### config.mk
export PLATFORM = sky130hd
export DESIGN_NAME = ps2_scancode_rx_flat
export DESIGN_NICKNAME = d
export VERILOG_FILES = /design/src/rtl/ps2_scancode_rx_pkg.sv /design/src/rtl/ps2_scancode_rx_if.sv /design/src/rtl/ps2_line_filter.sv /design/src/rtl/ps2_scancode_rx.sv /design/src/flat_wrapper.sv
export SDC_FILE = /design/constraint.sdc
export NUM_CORES = 1
export LEC_CHECK = 0
export BUFFER_PORTS_ARGS = -buffer_cell sky130_fd_sc_hd__buf_2
export CAP_MARGIN = 20
export CORE_AREA = 2 2 91 93
export DETAILED_ROUTE_END_ITERATION = 6
export DIE_AREA = 0 0 93 95
export PLACE_DENSITY = 0.55
export SLEW_MARGIN = 30
export SYNTH_ARGS = -nofsm -noshare
export SYNTH_HDL_FRONTEND = slang
export SYNTH_HIERARCHICAL = 1
export SYNTH_SLANG_ARGS = --single-unit
### constraint.sdc
create_clock -name clk -period 2.45 [get_ports clk]
set_input_delay 0.245 -clock clk [delete_from_list [all_inputs] [get_ports clk]]
set_output_delay 0.245 -clock clk [all_outputs]
set_load 0.01 [all_outputs]
### src/rtl/ps2_scancode_rx_pkg.sv
// Shared definitions for the PS/2 scan-code receiver: prefix bytes, frame FSM
// encoding, keyboard scan-code constants and the frame parity helper.
package ps2_scancode_rx_pkg;

    localparam logic [7:0] PS2_BREAK = 8'hF0;
    localparam logic [7:0] PS2_EXT   = 8'hE0;

    typedef enum logic [1:0] {
        ST_IDLE   = 2'd0,
        ST_DATA   = 2'd1,
        ST_PARITY = 2'd2,
        ST_STOP   = 2'd3
    } ps2_state_e;

    // Scan-code set 2 keys shared with the kb2piano mapping stage
    localparam logic [7:0] KB_A  = 8'h1C;
    localparam logic [7:0] KB_S  = 8'h1B;
    localparam logic [7:0] KB_D  = 8'h23;
    localparam logic [7:0] KB_Z  = 8'h1A;
    localparam logic [7:0] KB_X  = 8'h22;
    localparam logic [7:0] KB_UP = 8'h75;

    function automatic logic odd_parity_ok(input logic [7:0] data, input logic par);
        return ^{data, par};
    endfunction

endpackage

### src/rtl/ps2_scancode_rx_if.sv
// Pin and key-event bundle between the PS/2 receiver and the key-mapping stage.
interface ps2_scancode_rx_if;
    logic       ps2_clk;
    logic       ps2_data;
    logic       new_key;
    logic       key_released;
    logic [7:0] key_code;
    logic       key_extended;
    logic       frame_err;

    modport master (
        input  ps2_clk, ps2_data,
        output new_key, key_released, key_code, key_extended, frame_err
    );

    modport slave (
        output ps2_clk, ps2_data,
        input  new_key, key_released, key_code, key_extended, frame_err
    );
endinterface

### src/rtl/ps2_line_filter.sv
// Synchronises and debounces the PS/2 clock/data pin pair and produces a
// one-cycle strobe on each falling edge of the filtered clock.
module ps2_line_filter #(
    parameter int FILTER_LEN = 8
) (
    input  logic clk,
    input  logic reset,
    input  logic ps2_clk,
    input  logic ps2_data,
    output logic filt_clk,
    output logic filt_data,
    output logic fall
);
    localparam int CW = $clog2(FILTER_LEN + 1);
    localparam logic [CW-1:0] CNT_LAST = CW'(FILTER_LEN - 1);

    logic [1:0]    clk_sync_r;
    logic [1:0]    data_sync_r;
    logic [CW-1:0] clk_cnt_r;
    logic [CW-1:0] data_cnt_r;
    logic          filt_clk_r;
    logic          filt_data_r;
    logic          fall_r;

    // Two-flop synchronisers; the idle bus level is high
    always_ff @(posedge clk) begin
        if (reset) begin
            clk_sync_r  <= 2'b11;
            data_sync_r <= 2'b11;
        end else begin
            clk_sync_r  <= {clk_sync_r[0], ps2_clk};
            data_sync_r <= {data_sync_r[0], ps2_data};
        end
    end

    // Clock stability filter and fall strobe
    always_ff @(posedge clk) begin
        if (reset) begin
            filt_clk_r <= 1'b1;
            clk_cnt_r  <= '0;
            fall_r     <= 1'b0;
        end else begin
            fall_r <= 1'b0;
            if (clk_sync_r[1] == filt_clk_r) begin
                clk_cnt_r <= '0;
            end else if (clk_cnt_r == CNT_LAST) begin
                filt_clk_r <= clk_sync_r[1];
                clk_cnt_r  <= '0;
                fall_r     <= filt_clk_r & ~clk_sync_r[1];
            end else begin
                clk_cnt_r <= clk_cnt_r + CW'(1);
            end
        end
    end

    // Data stability filter
    always_ff @(posedge clk) begin
        if (reset) begin
            filt_data_r <= 1'b1;
            data_cnt_r  <= '0;
        end else if (data_sync_r[1] == filt_data_r) begin
            data_cnt_r <= '0;
        end else if (data_cnt_r == CNT_LAST) begin
            filt_data_r <= data_sync_r[1];
            data_cnt_r  <= '0;
        end else begin
            data_cnt_r <= data_cnt_r + CW'(1);
        end
    end

    assign filt_clk  = filt_clk_r;
    assign filt_data = filt_data_r;
    assign fall      = fall_r;

endmodule

### src/rtl/ps2_scancode_rx.sv
// PS/2 device-to-host frame receiver with scan-code set 2 decode into
// make/break pulses, prefix handling, frame checks and repeat suppression.
module ps2_scancode_rx
    import ps2_scancode_rx_pkg::*;
#(
    parameter int FILTER_LEN      = 8,
    parameter int TIMEOUT_CYC     = 50000,
    parameter bit SUPPRESS_REPEAT = 1'b1
) (
    input  logic              clk,
    input  logic              reset,
    ps2_scancode_rx_if.master bus
);
    localparam int TW = $clog2(TIMEOUT_CYC);
    localparam logic [TW-1:0] TO_LAST = TW'(TIMEOUT_CYC - 1);

    logic          filt_clk_s;
    logic          filt_data_s;
    logic          fall_s;
    logic          edge_s;

    ps2_state_e    state_r;
    logic [2:0]    bit_cnt_r;
    logic [7:0]    shift_r;
    logic          par_r;
    logic [TW-1:0] to_cnt_r;
    logic          byte_vld_r;
    logic          err_r;

    logic          brk_pend_r;
    logic          ext_pend_r;
    logic [8:0]    held_r;
    logic          new_key_r;
    logic          key_released_r;
    logic [7:0]    key_code_r;
    logic          key_extended_r;
    logic          held_match_s;

    ps2_line_filter #(.FILTER_LEN(FILTER_LEN)) u_line_filter (
        .clk       (clk),
        .reset     (reset),
        .ps2_clk   (bus.ps2_clk),
        .ps2_data  (bus.ps2_data),
        .filt_clk  (filt_clk_s),
        .filt_data (filt_data_s),
        .fall      (fall_s)
    );

    assign edge_s       = fall_s & ~filt_clk_s;
    assign held_match_s = (held_r != 9'h000) && (held_r == {ext_pend_r, shift_r});

    // Frame FSM with mid-frame timeout; closes a frame as valid byte or error
    always_ff @(posedge clk) begin
        if (reset) begin
            state_r    <= ST_IDLE;
            bit_cnt_r  <= 3'd0;
            shift_r    <= 8'h00;
            par_r      <= 1'b0;
            to_cnt_r   <= '0;
            byte_vld_r <= 1'b0;
            err_r      <= 1'b0;
        end else begin
            byte_vld_r <= 1'b0;
            err_r      <= 1'b0;
            if (edge_s) begin
                to_cnt_r <= '0;
                case (state_r)
                    ST_IDLE: begin
                        if (!filt_data_s) begin
                            state_r   <= ST_DATA;
                            bit_cnt_r <= 3'd0;
                        end else begin
                            state_r <= ST_IDLE;
                        end
                    end
                    ST_DATA: begin
                        shift_r <= {filt_data_s, shift_r[7:1]};
                        if (bit_cnt_r == 3'd7) begin
                            state_r <= ST_PARITY;
                        end else begin
                            bit_cnt_r <= bit_cnt_r + 3'd1;
                        end
                    end
                    ST_PARITY: begin
                        par_r   <= filt_data_s;
                        state_r <= ST_STOP;
                    end
                    ST_STOP: begin
                        state_r <= ST_IDLE;
                        if (filt_data_s && odd_parity_ok(shift_r, par_r)) begin
                            byte_vld_r <= 1'b1;
                        end else begin
                            err_r <= 1'b1;
                        end
                    end
                    default: state_r <= ST_IDLE;
                endcase
            end else if (state_r != ST_IDLE) begin
                if (to_cnt_r == TO_LAST) begin
                    state_r  <= ST_IDLE;
                    err_r    <= 1'b1;
                    to_cnt_r <= '0;
                end else begin
                    to_cnt_r <= to_cnt_r + TW'(1);
                end
            end else begin
                to_cnt_r <= '0;
            end
        end
    end

    // Byte decode: prefixes, make/break events and held-code tracking
    always_ff @(posedge clk) begin
        if (reset) begin
            brk_pend_r     <= 1'b0;
            ext_pend_r     <= 1'b0;
            held_r         <= 9'h000;
            new_key_r      <= 1'b0;
            key_released_r <= 1'b0;
            key_code_r     <= 8'h00;
            key_extended_r <= 1'b0;
        end else begin
            new_key_r      <= 1'b0;
            key_released_r <= 1'b0;
            if (err_r) begin
                brk_pend_r <= 1'b0;
                ext_pend_r <= 1'b0;
            end else if (byte_vld_r) begin
                case (shift_r)
                    PS2_BREAK: brk_pend_r <= 1'b1;
                    PS2_EXT:   ext_pend_r <= 1'b1;
                    default: begin
                        brk_pend_r <= 1'b0;
                        ext_pend_r <= 1'b0;
                        if (brk_pend_r) begin
                            key_released_r <= 1'b1;
                            key_code_r     <= shift_r;
                            key_extended_r <= ext_pend_r;
                            if (held_match_s) begin
                                held_r <= 9'h000;
                            end
                        end else if (SUPPRESS_REPEAT && held_match_s) begin
                            new_key_r <= 1'b0;
                        end else begin
                            new_key_r      <= 1'b1;
                            key_code_r     <= shift_r;
                            key_extended_r <= ext_pend_r;
                            held_r         <= {ext_pend_r, shift_r};
                        end
                    end
                endcase
            end else begin
                brk_pend_r <= brk_pend_r;
            end
        end
    end

    assign bus.new_key      = new_key_r;
    assign bus.key_released = key_released_r;
    assign bus.key_code     = key_code_r;
    assign bus.key_extended = key_extended_r;
    assign bus.frame_err    = err_r;

endmodule

### src/flat_wrapper.sv
// flat-port wrapper written by rule: the top's interface ports become plain ports
module ps2_scancode_rx_flat import ps2_scancode_rx_pkg::*;
#(
    parameter int FILTER_LEN      = 8,
    parameter int TIMEOUT_CYC     = 50000,
    parameter bit SUPPRESS_REPEAT = 1'b1
)
  (clk, reset, bus_ps2_clk, bus_ps2_data, bus_new_key, bus_key_released, bus_key_code, bus_key_extended, bus_frame_err);
  ps2_scancode_rx_if bus_i ();
  input  logic clk;
  input  logic reset;
  input wire logic [$bits(bus_i.ps2_clk)-1:0] bus_ps2_clk;
  input wire logic [$bits(bus_i.ps2_data)-1:0] bus_ps2_data;
  output wire logic [$bits(bus_i.new_key)-1:0] bus_new_key;
  output wire logic [$bits(bus_i.key_released)-1:0] bus_key_released;
  output wire logic [$bits(bus_i.key_code)-1:0] bus_key_code;
  output wire logic [$bits(bus_i.key_extended)-1:0] bus_key_extended;
  output wire logic [$bits(bus_i.frame_err)-1:0] bus_frame_err;
  assign bus_i.ps2_clk = bus_ps2_clk;
  assign bus_i.ps2_data = bus_ps2_data;
  assign bus_new_key = bus_i.new_key;
  assign bus_key_released = bus_i.key_released;
  assign bus_key_code = bus_i.key_code;
  assign bus_key_extended = bus_i.key_extended;
  assign bus_frame_err = bus_i.frame_err;
  ps2_scancode_rx #(.FILTER_LEN(FILTER_LEN), .TIMEOUT_CYC(TIMEOUT_CYC), .SUPPRESS_REPEAT(SUPPRESS_REPEAT)) u_core (.clk(clk), .reset(reset), .bus(bus_i));
endmodule
# --- Yosys cells after proc, flatten, opt, wreduce, memory -nomap -nowiden ---
# Cells that the tools add are included.
word_totals:
  register_bits: 69
  wordCells: 111
  inputBits: 4
  out_inout_bits: 12
classes:
  n_bitwise: 15
  n_addsub: 4
  reduce_logical: 28
  eq_ne: 17
  n_mux: 26
ops:
  columns: ["cell", "count"]
  rows:
  - ["2-to-1 mux 9 bit", 3]
  - ["adder 16 x 1 -> 16 bit, second input constant", 1]
  - ["== test 16 bit, second input constant", 1]
  - ["== test 8 bit, second input constant", 2]
  - ["2-to-1 mux 8 bit", 2]
  - ["NOT 1 bit", 13]
  - ["AND reduction 2 bit", 6]
  - ["OR reduction 3 bit", 4]
  - ["2-to-1 mux 1 bit", 11]
  - ["== test 9 bit", 1]
  - ["nonzero test 9 bit", 1]
  - ["parity 9 bit", 1]
  - ["adder 4 x 1 -> 4 bit, second input constant", 2]
  - ["== test 4 x 3 -> 1 bit, second input constant", 2]
  - ["2-to-1 mux 2 bit", 4]
  - ["one-hot mux 2 bit (4 select lines)", 1]
  - ["AND reduction 4 bit", 2]
  - ["nonzero test 2 bit", 4]
  - ["2-to-1 mux 3 bit", 2]
  - ["inequality test 2 bit, second input constant", 3]
  - ["one-hot mux 3 bit (2 select lines)", 1]
  - ["OR reduction 6 bit", 1]
  - ["AND reduction 5 bit", 1]
  - ["OR reduction 5 bit", 1]
  - ["14 further kinds", 20]

# --- Logic depth before layout (Yosys ltp) ---
# Gate-level depths: netlist (run 1).
depth:
  word_depth: 5
  ltp_mapped: 9
  mapped_depth_nobuf: 8

# --- By module ---
# The synthesis (run 1) kept the hierarchy.
by_module_without_submodules:
  columns: ["module", "n_inst", "cells_per_inst", "seq_area_each_um2", "area_per_inst_um2"]
  rows:
  - ["ps2_scancode_rx", 1, 284, 1081.0, 2528.7]
  - ["ps2_line_filter", 1, 51, 300.3, 564.3]

# --- Worst setup path after synthesis (run 1) ---
# Ideal clock, no wire load.
synth_path:
  path_kind: "flip-flop to flip-flop"
  from: "register u_core.shift_r[2]"
  to: "register u_core.held_r[8]"
  setup_ns: 0.070
  required_ns: 2.380
  setup_slack_ns: 0.455
  synth_period_minus_slack_ns: 1.995
  stages_incl_launch_ff: 9
  n_path_buf: 1
  t_arrival_ns: 1.924
  path_cell_list: "dfxtp_1 clkbuf_1 xnor2_1 nand4_1 a211oi_1 ha_1 o2111ai_2 or3b_2 a21oi_1"
synth_between:
  elab_chain_len: 4
  elab_cells_between_ends: 9
  classes_between: "5 x eq/ne; 1 x bitwise; 3 x reduce/logical"
synth_lines:
  columns: ["element", "line", "rtl"]
  rows:
  - ["start: declaration", "ps2_scancode_rx.sv:24", "logic [7:0] shift_r;"]
  - ["start signal: assignment", "ps2_scancode_rx.sv:77", "shift_r <= {filt_data_s, shift_r[7:1]};"]
  - ["== test 9 bit / == test 8 bit (equally long branches)", "ps2_scancode_rx.sv:50, ps2_scancode_rx.sv:129", null]
  - ["logical AND 1 bit / OR reduction 2 bit (equally long branches)", null, null]
  - ["inequality test 2 x 1 -> 1 bit (no line) (tied with other cells)", null, null]
  - ["AND reduction 5 bit (no line) *", null, null]
  - ["end signal: assignment", "ps2_scancode_rx.sv:148", "held_r <= {ext_pend_r, shift_r};"]
  - ["end: declaration", "ps2_scancode_rx.sv:32", "logic [8:0] held_r;"]
# Mark *: on every way between the ends. The rest lies on a longest branch, timed or not.
# A chain may end at the register's enable or synchronous reset.

# --- Worst setup path in the final report (run 1) ---
layout_path:
  from: "register u_core.shift_r[6]"
  to: "register u_core.held_r[8]"
# Same word-level chain as after synthesis.

==> results.rst, run 1 <==
.. list-table::
   :header-rows: 1

   * - Metric
     - Value
   * - Status
     - finished clean
   * - Via/cell ratio
     - 4.755
   * - Final weighted congestion in routability-driven placement
     - 0.7375
   * - Clock tree from TritonCTS
     - done
   * - Overall die area
     - 0.008835 mm2
   * - Yosys warnings
     - 6
   * - Fraction of layout instances using a drive strength above 1
     - 18.01%
   * - Fin. max-slew vios
     - 0
   * - FF-to-FF setup slack
     - 0.27 ns
   * - Effective utilization at floorplan
     - 39.02%
   * - Time the worst path needs with I/O delays and setup
     - 2.182 ns
   * - H-tree depth reported by CTS
     - 3
   * - Detailed-route via count
     - 2,216
   * - Largest net degree at the start of global routing
     - 46
   * - Total Nets Final
     - 371
   * - Router iterations before antenna repair
     - 6
   * - Actual slew at the worst max-slew pin
     - 0.5620 ns
   * - Worst-case vdd ir drop
     - 0.0002636 V
   * - Max-slew headroom
     - 62.43%
   * - Synthesized net count
     - 350
   * - Post-route clock period utilization
     - 89.05%
   * - Worst reg2reg path startpoint
     - u_core/shift_r[6]
   * - Number of DRC violations after detailed-routing iteration 0
     - 104
   * - Kind of start point of the critical path
     - flip-flop
   * - Capture instance of the worst register-to-register path
     - u_core/held_r[8]
   * - Placeable core area
     - 0.007928 mm2
   * - Worst-case clock buffer depth
     - 2
   * - Synthesized instance count
     - 335
   * - Max frequency
     - 458.4 MHz
   * - Crit Path Category
     - flip-flop to flip-flop
   * - CP Data Required Time
     - 2.72 ns
   * - Area growth from synthesis to final layout
     - 13.96%
   * - Post-synth cell types
     - 44
   * - Cell Count, Final, Fillers Out
     - 466
   * - Min-Delay Startpoint
     - bus_ps2_clk
   * - Worst setup path startpoint
     - u_core/shift_r[6]
   * - EDFF count, synth
     - 0
   * - Cell leakage power
     - 1.386 nW
   * - Cell type contributing the most total cell area after synthesis
     - sky130_fd_sc_hd__dfxtp_1
   * - Grt met1 use
     - 18.92%
   * - Post-CTS Repair Setup Buffers
     - 0
   * - Hold slack
     - 0.08992 ns
   * - Final hold vios
     - 0
   * - Ratio of total power to cell area
     - 602.2 mW/mm2
   * - Antenna-violating nets left
     - 0
   * - Dominant synthesized flop cell
     - sky130_fd_sc_hd__dfxtp_1
   * - Post-synthesis instance area
     - 0.003093 mm2
   * - Buffer type at the clock tree root
     - sky130_fd_sc_hd__clkbuf_8
   * - Kind of end point of the critical path
     - flip-flop
   * - Worst Hold Class
     - input port to flip-flop
   * - Inserted Clock Buffers
     - 9
   * - Sequential share of the synthesized area
     - 44.66%
   * - Total Neg Setup Slack
     - 0 ns
   * - DRC violations left
     - 0
   * - CTS clock-pin slew for the worst setup and hold paths
     - 0.07 ns
   * - Die H
     - 95 um
   * - Instance area at placement
     - 0.003313 mm2
   * - Clock sink count
     - 69
   * - Total number of placement rows
     - 33
   * - Insertion delay to the later sink of the worst-skew pair
     - 0.34 ns
   * - Post-cts resize count
     - 0
   * - First-pass GRT wire length
     - 10.02 mm
   * - Unrepaired setup endpoints after global routing
     - no
   * - Number of synthesized register bits
     - 69
   * - Clock skew
     - 0.009689 ns
   * - Global routing usage on met2
     - 22.71%
   * - Gr busiest metal
     - met2
   * - Critical path data arrival time
     - 2.45 ns
   * - Residual overflow from global routing
     - 0
   * - Antenna violations before repair
     - 0
   * - X dimension of the die
     - 93 um
   * - Worst setup path end
     - u_core/held_r[8]
   * - Worst r2r path cells
     - 7
   * - Most area-consuming cells after synthesis
     - sky130_fd_sc_hd__dfxtp_1 45%, sky130_fd_sc_hd__xnor2_1 7.1%, sky130_fd_sc_hd__nor2_1 5.6%, sky130_fd_sc_hd__mux2i_1 4.5%, sky130_fd_sc_hd__ha_1 4.4%
   * - Max Cap Viol
     - 0
   * - Port bufs
     - 15
   * - GRT Resource Usage Total
     - 14.45%
   * - Boundary Pins
     - 16
   * - Area fraction of the dominant cell type after synthesis
     - 44.66%
   * - Final routed wirelength across all metal layers
     - 5.756 mm
   * - Ys async rst share
     - 0%
   * - Placed cells
     - 450
   * - Via count of the first global-routing pass
     - 2,087
   * - Largest driver fanout on the critical path
     - 11
   * - WL per Instance
     - 12.35 um
   * - Fill cells
     - 800
   * - GR met3 Demand/Resource
     - 4.310%
   * - Total setup violations reported at the end of the flow
     - 0
   * - Number of hold buffers added after CTS
     - 0
   * - HPWL after DPL
     - 3.888 mm
   * - Avg Synthesized Cell Area
     - 9.233 um2
   * - Design area
     - 0.003525 mm2
   * - Inserted Diodes
     - 0
-- per-layer routing --
layer  vias up  share of wire [%]
met5         -                  0
met4         0                1.1
met3         5                3.6
met2        29                 45
met1      1005                 50
li1       1177                  -
-- synthesized netlist by cell type, drive strengths merged, types with 4 or more instances --
library cell and number:
a21oi 21, buf 5, clkbuf 11, dfxtp 69
ha 11, inv 13, mux2i 14, nand2 31
nand3 14, nand3b 7, nand4 5, nor2 46
nor2b 4, nor3 5, nor4 8, or2 6
or3b 5, xnor2 25, xor2 6
-- cells by family after synthesis --
kind of cell,after synthesis,share of synthesized area [%]
AO/OA/AOI/OAI,36,7.889
XOR/XNOR,33,10.23
adder cells (fa/ha/maj),11,4.450
buffers and inverters,29,3.803
flip-flops,69,44.66
multiplexers,14,4.531
AND/OR/NAND/NOR,143,24.43
-- worst max-delay path, cell delays in order, from the launching register on --
cell and delay (ns):
sky130_fd_sc_hd__dfxtp_1 0.45, sky130_fd_sc_hd__xnor2_1 0.15, sky130_fd_sc_hd__nand4_1 0.11, sky130_fd_sc_hd__a211oi_1 0.33, sky130_fd_sc_hd__ha_1 0.19, sky130_fd_sc_hd__o2111ai_2 0.23
sky130_fd_sc_hd__or3b_2 0.52, sky130_fd_sc_hd__a21oi_1 0.14
-- area by class of cell --
class                           instances  area, um2  share of cell area, %
Sequential cell                        69       1381                  39.19
Inverter                               13      48.80                  1.384
Clock buffer                           13      168.9                  4.792
Tap cell                              105      131.4                  3.727
Timing Repair Buffer                   26      157.7                  4.473
Clock inverter                          3      42.54                  1.207
Multi-Input combinational cell        237       1594                  45.23
-- power breakdown --
group | leakage [nW] | internal [W] | switching (W)
Sequential | 0.557 | 0.00112 | 0.00000161
Combinational | 0.724 | 0.00000767 | 0.0000171
Clock | 0.106 | 0.000553 | 0.000419
Total | 1.39 | 0.00169 | 0.000437
-- worst min path at each step --
stage / endpoint / slack [ns] / cells past startpoint
after floorplan: u_core/u_line_filter/clk_cnt_r[2] / 0.32 / 1
after global placement: u_core/u_line_filter/clk_sync_r[1] / 0.39 / 1
after detailed placement: u_core/u_line_filter/clk_sync_r[1] / 0.40 / 1
after CTS: u_core/u_line_filter/clk_sync_r[0] / 0.07 / 2
after global routing: u_core/u_line_filter/clk_sync_r[0] / 0.07 / 2
final: u_core/u_line_filter/clk_sync_r[0] / 0.09 / 2
-- placed cells by master, fill, tap and decap left out, types with 11 or more instances in the layout --
cell,netlist,final
sky130_fd_sc_hd__nand2_1,31,31
sky130_fd_sc_hd__buf_4,1,11
sky130_fd_sc_hd__mux2i_1,14,14
sky130_fd_sc_hd__buf_2,4,15
sky130_fd_sc_hd__ha_1,11,11
sky130_fd_sc_hd__clkbuf_8,0,12
sky130_fd_sc_hd__nand3_1,14,14
sky130_fd_sc_hd__inv_1,13,13
sky130_fd_sc_hd__xnor2_1,25,25
sky130_fd_sc_hd__a21oi_1,21,21
sky130_fd_sc_hd__dfxtp_1,69,69
sky130_fd_sc_hd__nor2_1,46,46
-- through the flow --
stage	util (%)	power [W]	setup slack, ns
floorplan	-	0.001169	0.4553
global placement	41.79	0.001178	0.3121
detailed placement	41.79	0.001178	0.2725
finish	44.46	0.002123	0.2684
CTS	44.46	0.002151	0.2598
global route	44.46	0.002206	0.01145
-- sequential cells by signal (all words and copies together) (netlist names), 2 cells and up --
name	count
u_core/to_cnt_r	16
u_core/held_r	9
u_core/bus.key_code	8
u_core/shift_r	8
u_core/u_line_filter/clk_cnt_r	4
u_core/u_line_filter/data_cnt_r	4
u_core/bit_cnt_r	3
u_core/state_r	2
u_core/u_line_filter/clk_sync_r	2
u_core/u_line_filter/data_sync_r	2
(Power assumes the default switching activity.)
==> run 2: changes to the inputs <==
- GPL_TIMING_DRIVEN: default -> 0
==> run 2 against run 1 <==
Net effect:
- utilization decreased by 0.68 points
- clock skew decreased by 0.00067 ns
- non-clock buffer count shrank 2
==> results.rst, run 2 (same netlist as run 1, synthesis figures left out) <==
.. list-table::
   :header-rows: 1

   * - Metric
     - Value
   * - Design area
     - 0.003471 mm2
   * - Boundary Pins
     - 16
   * - FF-to-FF setup slack
     - 0.22 ns
   * - Final weighted congestion in routability-driven placement
     - 0.8175
   * - Total number of placement rows
     - 33
   * - DR top layer
     - met4
   * - Unrepaired setup endpoints after global routing
     - no
   * - Status
     - finished clean
   * - Kind of end point of the critical path
     - flip-flop
   * - Ratio of total power to cell area
     - 598.9 mW/mm2
   * - Total Neg Setup Slack
     - 0 ns
   * - GRT Resource Usage Total
     - 14.02%
   * - Clock sink count
     - 69
   * - Highest-count cells in the layout ignoring fill and taps
     - 69 x sky130_fd_sc_hd__dfxtp_1, 46 x sky130_fd_sc_hd__nor2_1, 31 x sky130_fd_sc_hd__nand2_1
   * - Buffer type at the clock tree root
     - sky130_fd_sc_hd__clkbuf_8
   * - Max Cap Viol
     - 0
   * - CP Data Required Time
     - 2.72 ns
   * - Pre-CTS WS
     - 0.09527 ns
   * - Biggest regs
     - u_core/to_cnt_r x16, u_core/held_r x9
   * - CTS clock-pin slew for the worst setup and hold paths
     - 0.08 ns
   * - Total setup violations reported at the end of the flow
     - 0
   * - Final hold vios
     - 0
   * - Instance area at placement
     - 0.003299 mm2
   * - Routed length on met1
     - 2.777 mm
   * - Fin. max-slew vios
     - 0
   * - Final routed wirelength across all metal layers
     - 5.610 mm
   * - Insertion delay to the later sink of the worst-skew pair
     - 0.34 ns
   * - X dimension of the die
     - 93 um
   * - Residual overflow from global routing
     - 0
   * - Port bufs
     - 15
   * - HPWL after DPL
     - 3.990 mm
   * - Max reg flops
     - 16
   * - Fill cells
     - 811
   * - Met2 routed wirelength
     - 2.570 mm
   * - First-pass GRT wire length
     - 9.798 mm
   * - Area growth from synthesis to final layout
     - 12.22%
   * - Clock skew
     - 0.009023 ns
   * - Effective utilization at floorplan
     - 39.02%
   * - Inserted Clock Buffers
     - 9
   * - Layout Utilization
     - 43.78%
   * - Worst-case vdd ir drop
     - 0.0003154 V
   * - Number of DRC violations after detailed-routing iteration 0
     - 75
   * - Register with the highest flop count
     - u_core/to_cnt_r
   * - H-tree depth reported by CTS
     - 3
   * - Cell leakage power
     - 1.347 nW
   * - Die H
     - 95 um
   * - Post-cts resize count
     - 0
   * - Crit Path Category
     - flip-flop to flip-flop
   * - Max-slew headroom
     - 61.83%
   * - Largest driver fanout on the critical path
     - 9
   * - Register Area
     - 0.001381 mm2
   * - Overall die area
     - 0.008835 mm2
   * - DRC violations left
     - 0
   * - Number of hold buffers added after CTS
     - 0
   * - Post-route clock period utilization
     - 90.96%
   * - Via/cell ratio
     - 4.730
   * - Antenna violations before repair
     - 0
   * - Via count of the first global-routing pass
     - 2,121
   * - Actual slew at the worst max-slew pin
     - 0.5709 ns
   * - Fraction of layout instances using a drive strength above 1
     - 16.48%
   * - Routed wire length on met3
     - 185 um
   * - Max frequency
     - 448.7 MHz
   * - Post-CTS Repair Setup Buffers
     - 0
   * - Critical path data arrival time
     - 2.50 ns
   * - Worst Hold Class
     - input port to flip-flop
   * - Time the worst path needs with I/O delays and setup
     - 2.229 ns
   * - Most common cell after layout, fill and taps aside
     - sky130_fd_sc_hd__dfxtp_1
   * - Total Nets Final
     - 369
   * - Worst-case clock buffer depth
     - 2
   * - Router iterations before antenna repair
     - 5
   * - Antenna-violating nets left
     - 0
   * - Detailed-route via count
     - 2,190
   * - WL per Instance
     - 12.12 um
   * - Kind of start point of the critical path
     - flip-flop
   * - Placeable core area
     - 0.007928 mm2
   * - Final worst setup slack
     - 0.2215 ns
   * - Multi-input combinational cell area
     - 0.001594 mm2
   * - Largest net degree at the start of global routing
     - 13
   * - Inserted Diodes
     - 0
   * - Clock tree from TritonCTS
     - done
[run 2: path summary, 6_finish.rpt]
check                                      from                            endpoint  depth (start not counted)
min reg2reg  u_core/u_line_filter/clk_sync_r[0]  u_core/u_line_filter/clk_sync_r[1]                          1
max reg2reg                   u_core/shift_r[6]                    u_core/held_r[8]                          7
min                                 bus_ps2_clk  u_core/u_line_filter/clk_sync_r[0]                          2
max                           u_core/shift_r[6]                    u_core/held_r[8]                          7
[run 2: cell type report]
cell class                      instances  share of cell area, %
Buffer                                  9                  1.226
Timing Repair Buffer                   15                  2.163
Clock buffer                           10                  3.965
Clock inverter                          5                  1.730
Tap cell                              105                  3.785
Multi-Input combinational cell        237                  45.93
Sequential cell                        69                  39.80
Inverter                               13                  1.406
[run 2: report_power, final]
| group | internal, W | switching (W) | total [W] |
|---|---|---|---|
| clock | 0.000496 | 0.000430 | 0.000926 |
| combinational | 0.00000815 | 0.0000184 | 0.0000265 |
| sequential | 0.00112 | 0.00000157 | 0.00113 |
| total | 0.00163 | 0.000450 | 0.00208 |
[run 2: routing by layer]
| layer | track usage [%] | up-vias |
|---|---|---|
| met2 | 23.91 | 25 |
| met1 | 16.77 | 992 |
| li1 | - | 1167 |
| met4 | 6.985 | 0 |
| met3 | 2.953 | 6 |
| met5 | 0 | - |
[run 2: per-stage QoR]
step / instances / hold WS [ns] / total power, W
2_1_floorplan: 335 / 0.3159 / 0.001169
3_3_place_gp: 455 / 0.3909 / 0.001179
3_5_place_dp: 455 / 0.3980 / 0.001180
4_1_cts: 470 / 0.06356 / 0.002112
5_1_grt: 463 / 0.08981 / 0.002156
6_report: 463 / 0.08289 / 0.002079
[run 2: critical path: stages, from the launching register on]
cell and delay [ns]:
sky130_fd_sc_hd__dfxtp_1 0.50, sky130_fd_sc_hd__xnor2_1 0.17, sky130_fd_sc_hd__nand4_1 0.12, sky130_fd_sc_hd__a211oi_1 0.32, sky130_fd_sc_hd__ha_1 0.19, sky130_fd_sc_hd__o2111ai_2 0.21
sky130_fd_sc_hd__or3b_2 0.51, sky130_fd_sc_hd__a21oi_1 0.14
